File: src/rtl/rv_pipe_defs_pkg.sv
// ---------------------------------------------------------------------------
// rv_pipe_defs
// Shared definitions for the RV32 pipeline hazard/forwarding logic.
//   RA_W      : register address width
//   FWD_REG   : EX operand mux select, register file value
//   FWD_WB    : EX operand mux select, value now in WB (older producer)
//   FWD_MEM   : EX operand mux select, ALU result now in MEM (nearest producer)
//   hz_state_t: hazard controller state (RUN / STALL / FLUSH)
// ---------------------------------------------------------------------------
package rv_pipe_defs;

   localparam int RA_W = 5;

   localparam logic [1:0] FWD_REG = 2'b00;
   localparam logic [1:0] FWD_WB  = 2'b01;
   localparam logic [1:0] FWD_MEM = 2'b10;

   typedef enum logic [1:0] {
      ST_RUN   = 2'b00,
      ST_STALL = 2'b01,
      ST_FLUSH = 2'b10
   } hz_state_t;

endpackage

File: src/rtl/fwd_sel_cmp.sv
// ---------------------------------------------------------------------------
// fwd_sel_cmp
// Operand forwarding priority compare for one source register. Purely
// combinational; the caller registers the result.
// Ports:
//   rs            in  source register of the instruction in ID
//   ex_v/ex_wr/ex_ld/ex_rd    in  scoreboard entry of the instruction in EX
//   mem_v/mem_wr/mem_rd       in  scoreboard entry of the instruction in MEM
//   sel           out forward select the consumer will need once it is in EX
// ---------------------------------------------------------------------------
module fwd_sel_cmp #(
   parameter int RA_W = rv_pipe_defs::RA_W
) (
   input  logic [RA_W-1:0] rs,
   input  logic            ex_v,
   input  logic            ex_wr,
   input  logic            ex_ld,
   input  logic [RA_W-1:0] ex_rd,
   input  logic            mem_v,
   input  logic            mem_wr,
   input  logic [RA_W-1:0] mem_rd,
   output logic [1:0]      sel
);

   import rv_pipe_defs::*;

   // The EX producer is one stage ahead of the consumer, so it will sit in MEM
   // when the consumer reaches EX; the MEM producer will sit in WB. The nearer
   // producer wins. A load in EX has no data yet, so it is never selected
   // here; the load-use stall delays the consumer until the load is in WB.
   always_comb begin
      sel = FWD_REG;
      if (rs != '0) begin
         if (ex_v && ex_wr && !ex_ld && (ex_rd == rs)) begin
            sel = FWD_MEM;
         end else if (mem_v && mem_wr && (mem_rd == rs)) begin
            sel = FWD_WB;
         end
      end
   end

endmodule

File: src/rtl/hazard_forward_unit.sv
// ---------------------------------------------------------------------------
// hazard_forward_unit
// Forwarding select generation plus load-use stall and taken-branch flush
// control for the RV32 pipeline. Tracks EX/MEM destinations itself, loaded
// from ID decode every cycle.
// Ports:
//   clk, rst                  clock, synchronous active-high reset
//   id_valid                  ID holds a real instruction
//   id_rs1, id_rs2, id_rd     ID source / destination registers
//   id_reg_write, id_mem_read ID instruction writes rd / is a load
//   ex_branch_tkn             branch/jump resolved taken in EX this cycle
//   fwd_a_sel, fwd_b_sel      registered operand mux selects for EX
//   stall_if, stall_id        hold PC / hold IF/ID (combinational)
//   flush_id, flush_ex        squash IF/ID / bubble into ID/EX (combinational)
//   stall_cnt, flush_cnt      saturating stall-cycle and flush counters
// ---------------------------------------------------------------------------
module hazard_forward_unit #(
   parameter int RA_W  = rv_pipe_defs::RA_W,
   parameter int CNT_W = 32
) (
   input  logic             clk,
   input  logic             rst,
   input  logic             id_valid,
   input  logic [RA_W-1:0]  id_rs1,
   input  logic [RA_W-1:0]  id_rs2,
   input  logic [RA_W-1:0]  id_rd,
   input  logic             id_reg_write,
   input  logic             id_mem_read,
   input  logic             ex_branch_tkn,
   output logic [1:0]       fwd_a_sel,
   output logic [1:0]       fwd_b_sel,
   output logic             stall_if,
   output logic             stall_id,
   output logic             flush_id,
   output logic             flush_ex,
   output logic [CNT_W-1:0] stall_cnt,
   output logic [CNT_W-1:0] flush_cnt
);

   import rv_pipe_defs::*;

   localparam logic [CNT_W-1:0] CNT_MAX = '1;

   hz_state_t       state;
   hz_state_t       state_nxt;

   // WB results reach operands through the write-first register file, so only
   // the EX and MEM entries ever influence a select and only those are kept.
   logic            ex_v;
   logic            ex_wr;
   logic            ex_ld;
   logic [RA_W-1:0] ex_rd;
   logic            mem_v;
   logic            mem_wr;
   logic [RA_W-1:0] mem_rd;

   logic            id_live;
   logic            lu;
   logic            bubble;
   logic [1:0]      a_sel_nxt;
   logic [1:0]      b_sel_nxt;

   // The instruction in ID during the cycle after a flush is a squashed one.
   assign id_live = id_valid && (state != ST_FLUSH);

   assign lu = id_live && ex_v && ex_ld && ex_wr && (ex_rd != '0) &&
               ((ex_rd == id_rs1) || (ex_rd == id_rs2));

   assign bubble = flush_ex || !id_live;

   // Pipeline controls and next state. A taken branch overrides a load-use
   // stall: the dependent instruction is being squashed anyway.
   always_comb begin
      state_nxt = ST_RUN;
      stall_if  = lu && !ex_branch_tkn;
      stall_id  = lu && !ex_branch_tkn;
      flush_id  = ex_branch_tkn;
      flush_ex  = lu || ex_branch_tkn;
      case (state)
         ST_RUN: begin
            if (ex_branch_tkn)  state_nxt = ST_FLUSH;
            else if (lu)        state_nxt = ST_STALL;
            else                state_nxt = ST_RUN;
         end
         ST_STALL: begin
            state_nxt = ex_branch_tkn ? ST_FLUSH : ST_RUN;
         end
         ST_FLUSH: begin
            state_nxt = ex_branch_tkn ? ST_FLUSH : ST_RUN;
         end
         default: state_nxt = ST_RUN;
      endcase
   end

   // State register.
   always_ff @(posedge clk) begin
      if (rst) state <= ST_RUN;
      else     state <= state_nxt;
   end

   // Destination scoreboard, advancing one stage per cycle. A stall or flush
   // inserts a bubble into EX.
   always_ff @(posedge clk) begin
      if (rst) begin
         ex_v   <= 1'b0;
         ex_wr  <= 1'b0;
         ex_ld  <= 1'b0;
         ex_rd  <= '0;
         mem_v  <= 1'b0;
         mem_wr <= 1'b0;
         mem_rd <= '0;
      end else begin
         ex_v   <= id_live && !flush_ex;
         ex_wr  <= id_reg_write;
         ex_ld  <= id_mem_read;
         ex_rd  <= id_rd;
         mem_v  <= ex_v;
         mem_wr <= ex_wr;
         mem_rd <= ex_rd;
      end
   end

   fwd_sel_cmp #(.RA_W(RA_W)) u_sel_a (
      .rs     (id_rs1),
      .ex_v   (ex_v),
      .ex_wr  (ex_wr),
      .ex_ld  (ex_ld),
      .ex_rd  (ex_rd),
      .mem_v  (mem_v),
      .mem_wr (mem_wr),
      .mem_rd (mem_rd),
      .sel    (a_sel_nxt)
   );

   fwd_sel_cmp #(.RA_W(RA_W)) u_sel_b (
      .rs     (id_rs2),
      .ex_v   (ex_v),
      .ex_wr  (ex_wr),
      .ex_ld  (ex_ld),
      .ex_rd  (ex_rd),
      .mem_v  (mem_v),
      .mem_wr (mem_wr),
      .mem_rd (mem_rd),
      .sel    (b_sel_nxt)
   );

   // Selects travel with the instruction into EX; a bubble carries 00.
   always_ff @(posedge clk) begin
      if (rst || bubble) begin
         fwd_a_sel <= FWD_REG;
         fwd_b_sel <= FWD_REG;
      end else begin
         fwd_a_sel <= a_sel_nxt;
         fwd_b_sel <= b_sel_nxt;
      end
   end

   // Performance counters, saturating at all-ones.
   always_ff @(posedge clk) begin
      if (rst) begin
         stall_cnt <= '0;
         flush_cnt <= '0;
      end else begin
         if (stall_if && (stall_cnt != CNT_MAX))
            stall_cnt <= stall_cnt + 1'b1;
         if (ex_branch_tkn && (flush_cnt != CNT_MAX))
            flush_cnt <= flush_cnt + 1'b1;
      end
   end

endmodule

File: config.mk
export PLATFORM = sky130hd
export DESIGN_NAME = hazard_forward_unit
export DESIGN_NICKNAME = d
export VERILOG_FILES = /design/src/rtl/rv_pipe_defs_pkg.sv /design/src/rtl/fwd_sel_cmp.sv /design/src/rtl/hazard_forward_unit.sv
export SDC_FILE = /design/constraint.sdc
export NUM_CORES = 1
export LEC_CHECK = 0
export BUFFER_PORTS_ARGS = -buffer_cell sky130_fd_sc_hd__buf_2
export CAP_MARGIN = 25
export CORE_UTILIZATION = 35
export DETAILED_ROUTE_END_ITERATION = 6
export PLACE_DENSITY_LB_ADDON = 0.3
export RECOVER_POWER = 100
export SYNTH_ARGS = -nofsm -noshare
export SYNTH_HDL_FRONTEND = slang
export SYNTH_SLANG_ARGS = --single-unit
File: constraint.sdc
create_clock -name clk -period 4.75 [get_ports clk]
set_input_delay 0.475 -clock clk [delete_from_list [all_inputs] [get_ports clk]]
set_output_delay 0.475 -clock clk [all_outputs]
set_load 0.1 [all_outputs]
* Yosys cells after proc, flatten, opt, wreduce, memory -nomap -nowiden
Cells that the tools add are included.
W data, S select, Z words.
** Word-level totals
- Word-level logic and storage cells :: 69
- Register bits :: 85
- Output and inout port bits :: 72
- Input bits :: 21
** Cells by class
- Reductions and logical operators :: 34
- Bitwise gates (word level) :: 2
- Add/subtract/negate cells :: 2
- Muxes and demuxes :: 8
- Equal/unequal tests :: 9
** Operators by type and width (number)
- $add A32 B1 Y32 const B :: 2
- $ne A32 B32 Y1 const B :: 2
- $eq A5 B5 Y1 :: 4
- $logic_and A1 B1 Y1 :: 17
- $reduce_bool A5 Y1 :: 3
- $mux W2 :: 4
- $reduce_or A2 Y1 :: 3
- $reduce_or A3 Y1 :: 2
- $logic_not A1 Y1 :: 4
- $logic_or A1 B1 Y1 :: 4
- $pmux W2 S2 :: 1
- $mux W1 :: 3
- $eq A2 B1 Y1 const B :: 1
- $eq A2 B2 Y1 const B :: 1
- $logic_not A2 Y1 :: 1
- $ne A2 B2 Y1 const B :: 1
- $not A1 Y1 :: 2

* Logic depth before layout (Yosys ltp)
- Depth after elaboration :: 11
- Depth in mapped cells :: 10
- Depth with buffers taken out :: 8

* By module
A second synthesis with hierarchy kept.
** Second synthesis, totals
- Cell total of the unflattened synthesis :: 480
- Area total of the unflattened synthesis :: 4162.7 um^2
** By module, submodules not included
- hazard_forward_unit :: cells each 442, instances 1, area each 3872.5 um^2
- fwd_sel_cmp :: cells each 19, instances 2, area each 145.1 um^2

* Worst setup path after synthesis
OpenSTA, ideal clock, no wires.
- Path type :: register to output
- Start :: register state[0]
- End :: output port stall_if
- Stages on the path, launching flop included :: 8
- Data required time :: 4.275 ns
- Slack :: 1.773 ns
- Arrival time :: 2.502 ns
- Path through :: dfxtp_1 > inv_1 > ha_1 > nand4b_1 > a211oi_2 > and2_1 > o21a_1 > buf_4
** Between the ends
- Longest elaborated chain between the ends :: 8
** Ends and longest elaborated chain
- start, declared :: line hazard_forward_unit.sv:44 : hz_state_t state;
- start signal, assigned :: line hazard_forward_unit.sv:98 : else state <= state_nxt;
- $ne A2 B2 Y1 :: line hazard_forward_unit.sv:64 : assign id_live = id_valid && (state != ST_FLUSH);
- $logic_and A1 B1 Y1 :: line hazard_forward_unit.sv:64
- $logic_and A1 B1 Y1 (5 in series) :: line hazard_forward_unit.sv:66 : assign lu = id_live && ex_v && ex_ld && ex_wr && (ex_rd != '0) &&
- $logic_and A1 B1 Y1
- end, declared :: line hazard_forward_unit.sv:32 : output logic stall_if,
No other way between the ends.

* Worst setup path in the final report
- Start :: register state[0]
- End :: output port stall_id
** Between the ends
- Longest elaborated chain between the ends :: 8
** Ends and longest elaborated chain
- $ne A2 B2 Y1 :: line hazard_forward_unit.sv:64
- $logic_and A1 B1 Y1 :: line hazard_forward_unit.sv:64
- $logic_and A1 B1 Y1 (5 in series) :: line hazard_forward_unit.sv:66
- $logic_and A1 B1 Y1 :: line hazard_forward_unit.sv:76 : stall_id = lu && !ex_branch_tkn;
- end, declared :: line hazard_forward_unit.sv:33 : output logic stall_id,
No other way between the ends.

==> results.py <==
metrics = {
    "outcome": {
        "status": "complete, but fails checks",
        "violations": "capacitance limit, slew limit",
    },
    "timing": {
        "fin_crit_ns": 3.34,
        "slew_viol_final": 62,
        "max_freq_mhz": 300,
        "worst_pin_slew_ns": 2.18,
        "finalCritPeriodShare": 0.703,
        "setup-tns-final_ns": 0,
        "hold-worst-slack_ns": 0.342,
        "skew_ns": 0.00901,
        "rsz0062_at_grt": "false",
        "hold_viol": 0,
        "setup_viol": 0,
        "slew_headroom": -0.454,
    },
    "layout": {
        "fillers": 1168,
        "drive_gt1_frac": 0.0867,
        "area_growth_pct": 17.9,
        "antenna_cells": 0,
        "regArea_um2": 1700,
        "multiInputGateArea_um2": 2260,
        "final_core_util": 0.424,
        "finalNetCount": 587,
    },
    "hold_path": {
        "min_path_type": "primary input to flop",
        "whs_path_depth": 2,
        "hold_path_end": "ex_rd[4]",
        "worstHoldStart": "id_rd[4]",
    },
    "setup_path": {
        "cp_max_fo": 7,
        "end_kind": "output pin",
        "r2r_setup_slack_ns": 1.50,
        "r2r-end": "stall_cnt[10]",
        "ff2ff_path_depth": 8,
        "reg2reg_from": "stall_cnt[0]",
        "critPathLaunchType": "flop",
        "path_class": "flop to output pin",
        "cp_data_required_time_ns": 4.28,
        "critical_path_arrival_ns": 2.86,
    },
    "pwr": {
        "powerDensity_nw_per_um2": 310,
        "ir_worst_vdd_uv": 214,
        "power.total_w": 0.00151,
        "p_leak_nw": 1.64,
    },
    "die": {
        "fp.coreArea_um2": 11500,
        "die_area_um2": 12200,
        "row_count": 39,
        "start_util": 0.360,
        "fp.dieH_um": 111,
        "dieWidth_um": 111,
        "ios": 93,
    },
    "logic_synthesis": {
        "yosys.area.top_type_share": 0.412,
        "synth_common_cells": "dfxtp_1 (85), nor2_1 (50), xor2_1 (30), a21oi_1 (25), nand2_1 (25)",
        "syn_avg_cell_area_um2": 8.69,
        "synth_nets": 501,
        "yosys_warnings": 0,
        "synth-edff-count": 0,
        "netlist_area_um2": 4130,
        "synth_area_leaders": "dfxtp_1 (41%), xor2_1 (6.4%), nor2_1 (4.5%)",
        "yosysTopAreaCell": "dfxtp_1",
        "synth-seq-cells": 85,
        "seq_area_frac_synth": 0.412,
        "yosysMostFrequentCell": "dfxtp_1",
        "ys_types": 48,
        "async_reset_ff_frac": 0,
        "ys.flop_type": "dfxtp_1",
        "synthCells": 475,
    },
    "clocking": {
        "htreeDepth": 3,
        "ctsResizeCount": 0,
        "cts_made_buffers": 9,
        "cts.sinks": 85,
        "postCtsHoldBufs": 0,
        "clock_latency_ns": 0.34,
        "cts_root_buf": "clkbuf_16",
        "cts.path.max_buffers": 2,
        "clk_pin_slew_worst_paths_ns": 0.06,
        "cts_tree": "yes",
        "post-cts-setup-buffers": 0,
    },
    "routing": {
        "ant_nets": 0,
        "wl_per_cell_um": 13.7,
        "dr.pass1.iters": 4,
        "vias_per_cell": 5.17,
        "drt-initial-drc-count": 191,
        "drc": 0,
        "vias": 3661,
        "wl_mm": 9.71,
    },
    "placement": {
        "gp_congestion": 0.868,
        "portBuffers": 92,
        "dp_hpwl_mm": 7.06,
    },
    "global_routing": {
        "grt_overflow_total": 0,
        "grt_max_degree": 59,
        "grt_pass1_wl_mm": 16.3,
        "antenna_found_initial": 0,
        "grt_pass1_vias": 3416,
        "track_usage": 0.164,
    },
    "job": {
        "cap_viol_max_count": 2,
    },
}
-- logic make-up (layout without fill, tap and decap cells) --
kind of cell	after synthesis	count (layout)	synth area share
flops	85	85	0.412
simple gates	233	233	0.313
xor+xnor	50	50	0.106
buf+inv	33	123	0.0346
mux	8	8	0.0218
fa+ha+maj	5	5	0.0152
compound gates	61	61	0.0973
-- final cells by class --
class,count,area share
Tap cell,143,0.0368
Clock inverter,1,0.00617
Clock buffer,14,0.0543
Sequential cell,85,0.350
Multi-Input combinational cell,357,0.464
Inverter,13,0.0100
Timing Repair Buffer,95,0.0790
-- worst max path at each step --
stage	startpoint	end	slack [ns]
floorplan	state[0]	stall_if	1.77
global placement	id_rs2[4]	stall_if	2.20
detailed placement	id_rs2[0]	stall_id	2.12
CTS	state[0]	stall_id	1.80
global route	stall_cnt[0]	stall_cnt[11]	1.18
finish	state[0]	stall_id	1.41
-- layout by cell type (no fill, tap or decap), types with 2 or more instances in the layout --
master and instances:
or2_2 3, or4_1 9, ha_1 5, dfxtp_1 85, nor2_1 50, and2_1 5, mux2_2 6, inv_1 13
xor2_1 30, and3_1 11, nand4b_1 2, buf_2 19, nor3b_1 2, nor4_1 9, o211ai_1 2, or3_1 17
nand3_1 24, mux2_1 2, nand2_1 25, nor3_1 15, xnor2_1 20, o21ai_0 18, nor2b_1 22, clkbuf_1 78
nand4_1 24, clkbuf_16 9, and4_1 5, o31ai_1 7, and4_4 2, a21oi_1 25, nor3_2 2, clkbuf_8 2
-- power breakdown --
group          internal, W  switching [W]   total, W
Clock             0.000434       0.000262   0.000696
Combinational    0.0000258      0.0000570  0.0000828
Sequential        0.000721     0.00000906   0.000730
Total              0.00118       0.000328    0.00151
-- metrics by stage --
stage / cells / instance area [um2] / setup slack, ns
3_3_place_gp: 692 / 4690 / 2.20
4_1_cts: 707 / 4980 / 1.80
3_5_place_dp: 692 / 4690 / 2.12
6_report: 708 / 4860 / 1.41
5_1_grt: 708 / 4860 / 1.18
2_1_floorplan: 475 / 4130 / 1.77
-- critical path, cell delays in order, from the launching register on --
cell      delay (ns)
dfxtp_1         0.33
inv_1           0.06
ha_1            0.20
nand4b_1        0.19
a211oi_2        0.35
and2_1          0.22
o21a_1          0.29
clkbuf_1        0.89
-- per-layer routing --
layer  wire length [um]  GRT usage  vias up
met5                  0          0        -
met4                120     0.0622        0
met3                481     0.0587       10
met2               4640      0.266       77
met1               4470      0.198     1712
li1                   -          -     1862
-- state kept, by name, summed over array words and instances, names as in the netlist, 2 cells and up --
| signal | count |
|---|---|
| ex_rd | 5 |
| flush_cnt | 32 |
| fwd_a_sel | 2 |
| fwd_b_sel | 2 |
| mem_rd | 5 |
| stall_cnt | 32 |
| state | 2 |
Note: power is estimated with default switching activity, not from simulation.
